<file path="src/rtl/prim_filter_pkg.sv">
// Shared types and default widths for the prim_filter_bank family.
package prim_filter_pkg;

    localparam int unsigned FiltDefaultWidth    = 8;
    localparam int unsigned FiltDefaultCntWidth = 16;

    typedef struct packed {
        logic rise;
        logic fall;
    } filt_evt_t;

endpackage

</file>
<file path="src/rtl/prim_filter_ctr_chan.sv">
// One debounce channel: saturating qualification counter, stored value and edge events.
module prim_filter_ctr_chan
    import prim_filter_pkg::*;
#(
    parameter int unsigned CntWidth = FiltDefaultCntWidth
) (
    input  logic                clk_i,
    input  logic                rst_ni,
    input  logic                enable_i,
    input  logic [CntWidth-1:0] thresh_i,
    input  logic                in_i,
    output logic                filter_o,
    output logic                rise_o,
    output logic                fall_o,
    output logic                pending_o
);

    logic                stored_q, stored_d;
    logic [CntWidth-1:0] ctr_q, ctr_d;
    filt_evt_t           evt_q, evt_d;

    always_comb begin
        stored_d = stored_q;
        ctr_d    = '0;
        evt_d    = '{rise: 1'b0, fall: 1'b0};
        if (!enable_i) begin
            stored_d = in_i;
        end else if (in_i != stored_q) begin
            if (ctr_q >= thresh_i) begin
                stored_d   = in_i;
                evt_d.rise = in_i;
                evt_d.fall = ~in_i;
            end else begin
                // Cannot wrap: ctr_q < thresh_i <= max value.
                ctr_d = ctr_q + CntWidth'(1);
            end
        end
    end

    always_ff @(posedge clk_i or negedge rst_ni) begin
        if (!rst_ni) begin
            stored_q <= 1'b0;
            ctr_q    <= '0;
            evt_q    <= '{rise: 1'b0, fall: 1'b0};
        end else begin
            stored_q <= stored_d;
            ctr_q    <= ctr_d;
            evt_q    <= evt_d;
        end
    end

    assign filter_o  = enable_i ? stored_q : in_i;
    assign rise_o    = evt_q.rise;
    assign fall_o    = evt_q.fall;
    assign pending_o = (ctr_q != '0);

endmodule

</file>
<file path="src/rtl/prim_filter_bank.sv">
// Multi-channel debounce filter bank with runtime threshold and edge events.
// Optional 2-flop input synchroniser enabled by defining PRIM_FILTER_BANK_SYNC_EN.
module prim_filter_bank
    import prim_filter_pkg::*;
#(
    parameter int unsigned Width    = FiltDefaultWidth,
    parameter int unsigned CntWidth = FiltDefaultCntWidth
) (
    input  logic                clk_i,
    input  logic                rst_ni,
    input  logic [Width-1:0]    enable_i,
    input  logic [CntWidth-1:0] thresh_i,
    input  logic [Width-1:0]    filter_i,
    output logic [Width-1:0]    filter_o,
    output logic [Width-1:0]    rise_o,
    output logic [Width-1:0]    fall_o,
    output logic [Width-1:0]    pending_o
);

    logic [Width-1:0] in_w;

`ifdef PRIM_FILTER_BANK_SYNC_EN
    logic [Width-1:0] sync1_q, sync1_d;
    logic [Width-1:0] sync2_q, sync2_d;

    always_comb begin
        sync1_d = filter_i;
        sync2_d = sync1_q;
    end

    always_ff @(posedge clk_i or negedge rst_ni) begin
        if (!rst_ni) begin
            sync1_q <= '0;
            sync2_q <= '0;
        end else begin
            sync1_q <= sync1_d;
            sync2_q <= sync2_d;
        end
    end

    assign in_w = sync2_q;
`else
    assign in_w = filter_i;
`endif

    for (genvar k = 0; k < Width; k++) begin : g_chan
        prim_filter_ctr_chan #(
            .CntWidth (CntWidth)
        ) u_chan (
            .clk_i     (clk_i),
            .rst_ni    (rst_ni),
            .enable_i  (enable_i[k]),
            .thresh_i  (thresh_i),
            .in_i      (in_w[k]),
            .filter_o  (filter_o[k]),
            .rise_o    (rise_o[k]),
            .fall_o    (fall_o[k]),
            .pending_o (pending_o[k])
        );
    end

endmodule

</file>
<file path="config.mk">
export PLATFORM = sky130hd
export DESIGN_NAME = prim_filter_bank
export DESIGN_NICKNAME = d
export VERILOG_FILES = /design/src/rtl/prim_filter_pkg.sv /design/src/rtl/prim_filter_ctr_chan.sv /design/src/rtl/prim_filter_bank.sv
export SDC_FILE = /design/constraint.sdc
export NUM_CORES = 1
export LEC_CHECK = 0
export CORE_UTILIZATION = 55
export DETAILED_ROUTE_END_ITERATION = 8
export GPL_ROUTABILITY_DRIVEN = 0
export PLACE_DENSITY = 0.78
export SYNTH_ARGS = -nofsm -noshare
export SYNTH_HDL_FRONTEND = slang
export SYNTH_SLANG_ARGS = --single-unit
</file>
<file path="constraint.sdc">
create_clock -name clk_i -period 2 [get_ports clk_i]
set_clock_uncertainty 0.05 [all_clocks]
set_input_delay 0.2 -clock clk_i [delete_from_list [all_inputs] [get_ports clk_i]]
set_output_delay 0.2 -clock clk_i [all_outputs]
set_load 0.02 [all_outputs]
</file>
==> flow_summary.yaml <==
placed_design:
  placedCellCount: 1555
  port_buffers: 65
  hpwl_mm: 19.5
  preCtsSetupSlack_ns: -0.739
synth:
  synth-seq-cells: 152
  syn_avg_cell_area_um2: 9.42
  synth_enable_flop_cells: 0
  syn-instance-count: 1110
  async_reset_ff_share_pct: 100
  yosys.area.top_type: "dfrtp_1"
  syn_area_mm2: 0.0105
  synth_warnings: 0
  synth_area_leaders: "dfrtp_1 36%, ha_1 17%, xor2_1 6.0%"
  seq_area_frac_synth_pct: 36.4
  synth.most_common_cell: "nor2_1"
  synth_common_cells: "154 x nor2_1, 152 x dfrtp_1, 144 x ha_1, 84 x nand2_1, 72 x xor2_1"
  synth_top_cell_area_share_pct: 36.4
  synthFlopType: "dfrtp_1"
  synthesis.nets: 1288
  ys_types: 51
timing:
  maxSlewHeadroom_pct: 63.0
  max_freq_mhz: 414
  setup_slack_ns: -0.418
  holdWs_ns: 0.197
  hold_violations: 0
  worstMarginPinSlew_ns: 0.550
  setup_viol: 144
  finalCriticalPeriod_ns: 2.42
  drv_slew: 0
  period_share_pct: 121
  rsz0062_at_grt: "true"
pwr:
  power.density_mw_per_mm2: 533
  ir_drop_mv: 0.683
  leakage_nw: 6.71
floorplanning:
  core_area_mm2: 0.0186
  die_w_um: 140
  start_util_pct: 56.1
  dieArea_mm2: 0.0196
  rows: 50
  die_h_um: 140
  ioPinCount: 66
setup_path:
  arrival_ns: 2.70
  criticalPathCategory: "flop to flop"
  cp.required_ns: 2.29
  reg2reg_from: "g_chan[3].u_chan.ctr_q[1]$_DFF_PN0_"
  crit_fanout: 2
  startpoint: "g_chan[3].u_chan.ctr_q[1]$_DFF_PN0_"
  startpoint_type: "flop"
  worstSetupEndpointType: "flop"
final_layout:
  synthToLayoutAreaGrowth_pct: 44.9
  fin_nets: 1546
  utilization_pct: 81.2
  stdcell_count: 1614
  drive_gt1_share_pct: 36.2
  antenna_cells: 0
run:
  maxCapViolations: 0
global_route:
  grt_max_degree: 59
  grt_first_pass_wirelength_mm: 47.7
  antenna_found_initial: 2
  grt-ovfl-total: 0
  grt_pass1_vias: 9712
  track_usage_pct: 31.2
detailed_routing:
  wl_met3_mm: 3.89
  vias_per_cell: 6.61
  first_pass_iters: 6
  wl_per_cell_um: 24.8
  wl_met1_mm: 13.6
  drtIter0Drc: 969
  post-route-drc-count: 0
  ant_nets: 0
  drt_wl_total_mm: 40.1
  highest_layer: "met5"
  vias: 10661
  route.met2.wl_mm: 19.1
clock_tree:
  cts_buffer_depth: 2
  clk_latency_ns: 0.45
  clk_pin_slew_worst_paths_ns: 0.07
  numCtsBuffers: 17
  cts_root_buf: "clkbuf_16"
  clock-sinks: 152
  cts_tree: "yes"
  ctsHtreeMaxLevel: 4
hold_path:
  hp-class: "input pin to async pin"
status:
  violations: "setup timing"
  outcome: "complete, but fails checks"
-- logic make-up after synthesis --
kind of cell | count (synthesis) | share of synthesized area, %
compound gates | 99 | 5.96
xor+xnor | 119 | 9.97
fa+ha+maj | 144 | 17.2
buf+inv | 91 | 4.84
flops | 152 | 36.4
mux | 14 | 1.51
simple gates | 491 | 24.1
-- timing repair --
action                                  in CTS  in global routing
hold buffers                                 1                  0
buffers inserted                            17                  9
endpoints found under the setup margin     156                157
pin swaps                                   52                108
gates resized for setup                    125                275
cloned                                       2                  3
endpoints found under the hold margin       43                  0
-- per-layer routing --
layer	up-vias	global-route usage [%]
li1	4435	-
met1	5145	36.5
met2	762	53.3
met3	317	5.99
met4	2	18.4
met5	-	0
-- registers in the layout (all words and copies together) (netlist names) --
signal	cells
g_chan.u_chan.stored_q	8
g_chan.u_chan.ctr_q	128
g_chan.u_chan.rise_o	8
g_chan.u_chan.fall_o	8
-- placed cells by master, fill, tap and decap left out, types with 7 or more instances in the layout --
| master | n |
|---|---|
| dlymetal6s2s_1 | 7 |
| nand3_1 | 55 |
| clkbuf_16 | 20 |
| ha_1 | 110 |
| o21a_1 | 8 |
| nand4_1 | 47 |
| inv_1 | 28 |
| ha_4 | 32 |
| nor2_4 | 82 |
| and3_1 | 26 |
| xor2_1 | 72 |
| nor3_1 | 26 |
| and4_1 | 12 |
| inv_4 | 7 |
| nand2_2 | 8 |
| inv_2 | 12 |
| nor4_2 | 11 |
| nor4_1 | 10 |
| o21ai_0 | 12 |
| nor2_1 | 74 |
| dfrtp_1 | 150 |
| mux2_2 | 10 |
| clkdlybuf4s50_1 | 43 |
| xnor2_1 | 47 |
| a21oi_1 | 38 |
| buf_4 | 182 |
| nor2_2 | 8 |
| buf_12 | 13 |
| nand2_1 | 75 |
| buf_6 | 20 |
| clkinv_2 | 7 |
-- power by group --
group | leakage [nW] | internal (W) | switching, W
Clock | 0.287 | 0.00185 | 0.00136
Combinational | 4.33 | 0.000750 | 0.000943
Sequential | 2.09 | 0.00312 | 0.0000509
-- layout make-up --
class | instances | area (um2)
Inverter | 50 | 216
Tap cell | 234 | 293
Sequential cell | 152 | 3810
Clock inverter | 9 | 72.6
Clock buffer | 22 | 494
Multi-Input combinational cell | 867 | 7700
Fill cell | 907 | 3500
Timing Repair Buffer | 280 | 2560
-- final timing paths --
kind,endpoint,slack (ns),depth (start not counted)
worst min register to register,g_chan[4].u_chan.rise_o$_DFF_PN0_,0.49,1
worst max register to register,g_chan[3].u_chan.stored_q$_DFFE_PN0P_,-0.42,7
max in group asynchronous,g_chan[1].u_chan.ctr_q[12]$_DFF_PN0_,0.99,3
min in group clk_i,g_chan[4].u_chan.rise_o$_DFF_PN0_,0.39,2
worst min-delay path,g_chan[5].u_chan.fall_o$_DFF_PN0_,0.20,2
worst max-delay path,g_chan[3].u_chan.stored_q$_DFFE_PN0P_,-0.42,7
-- worst max-delay path, stage by stage (launching register included) --
cell and delay (ns):
dfrtp_1 0.41, ha_1 0.32, nor2b_1 0.44, o211ai_2 0.14, a311oi_2 0.41, buf_4 0.22
nor4b_4 0.05, mux2_2 0.26
-- metrics by stage --
step / instance area [um2] / total power (W) / setup TNS, ns
2_1_floorplan: 10500 / 0.00383 / -0.676
3_3_place_gp: 12700 / 0.00435 / -76.88
3_5_place_dp: 12700 / 0.00438 / -83.23
4_1_cts: 13900 / 0.00758 / -0.579
5_1_grt: 15100 / 0.00827 / -22.25
6_report: 15100 / 0.00808 / -18.31
No activity file was read; power rests on OpenSTA's default activity.
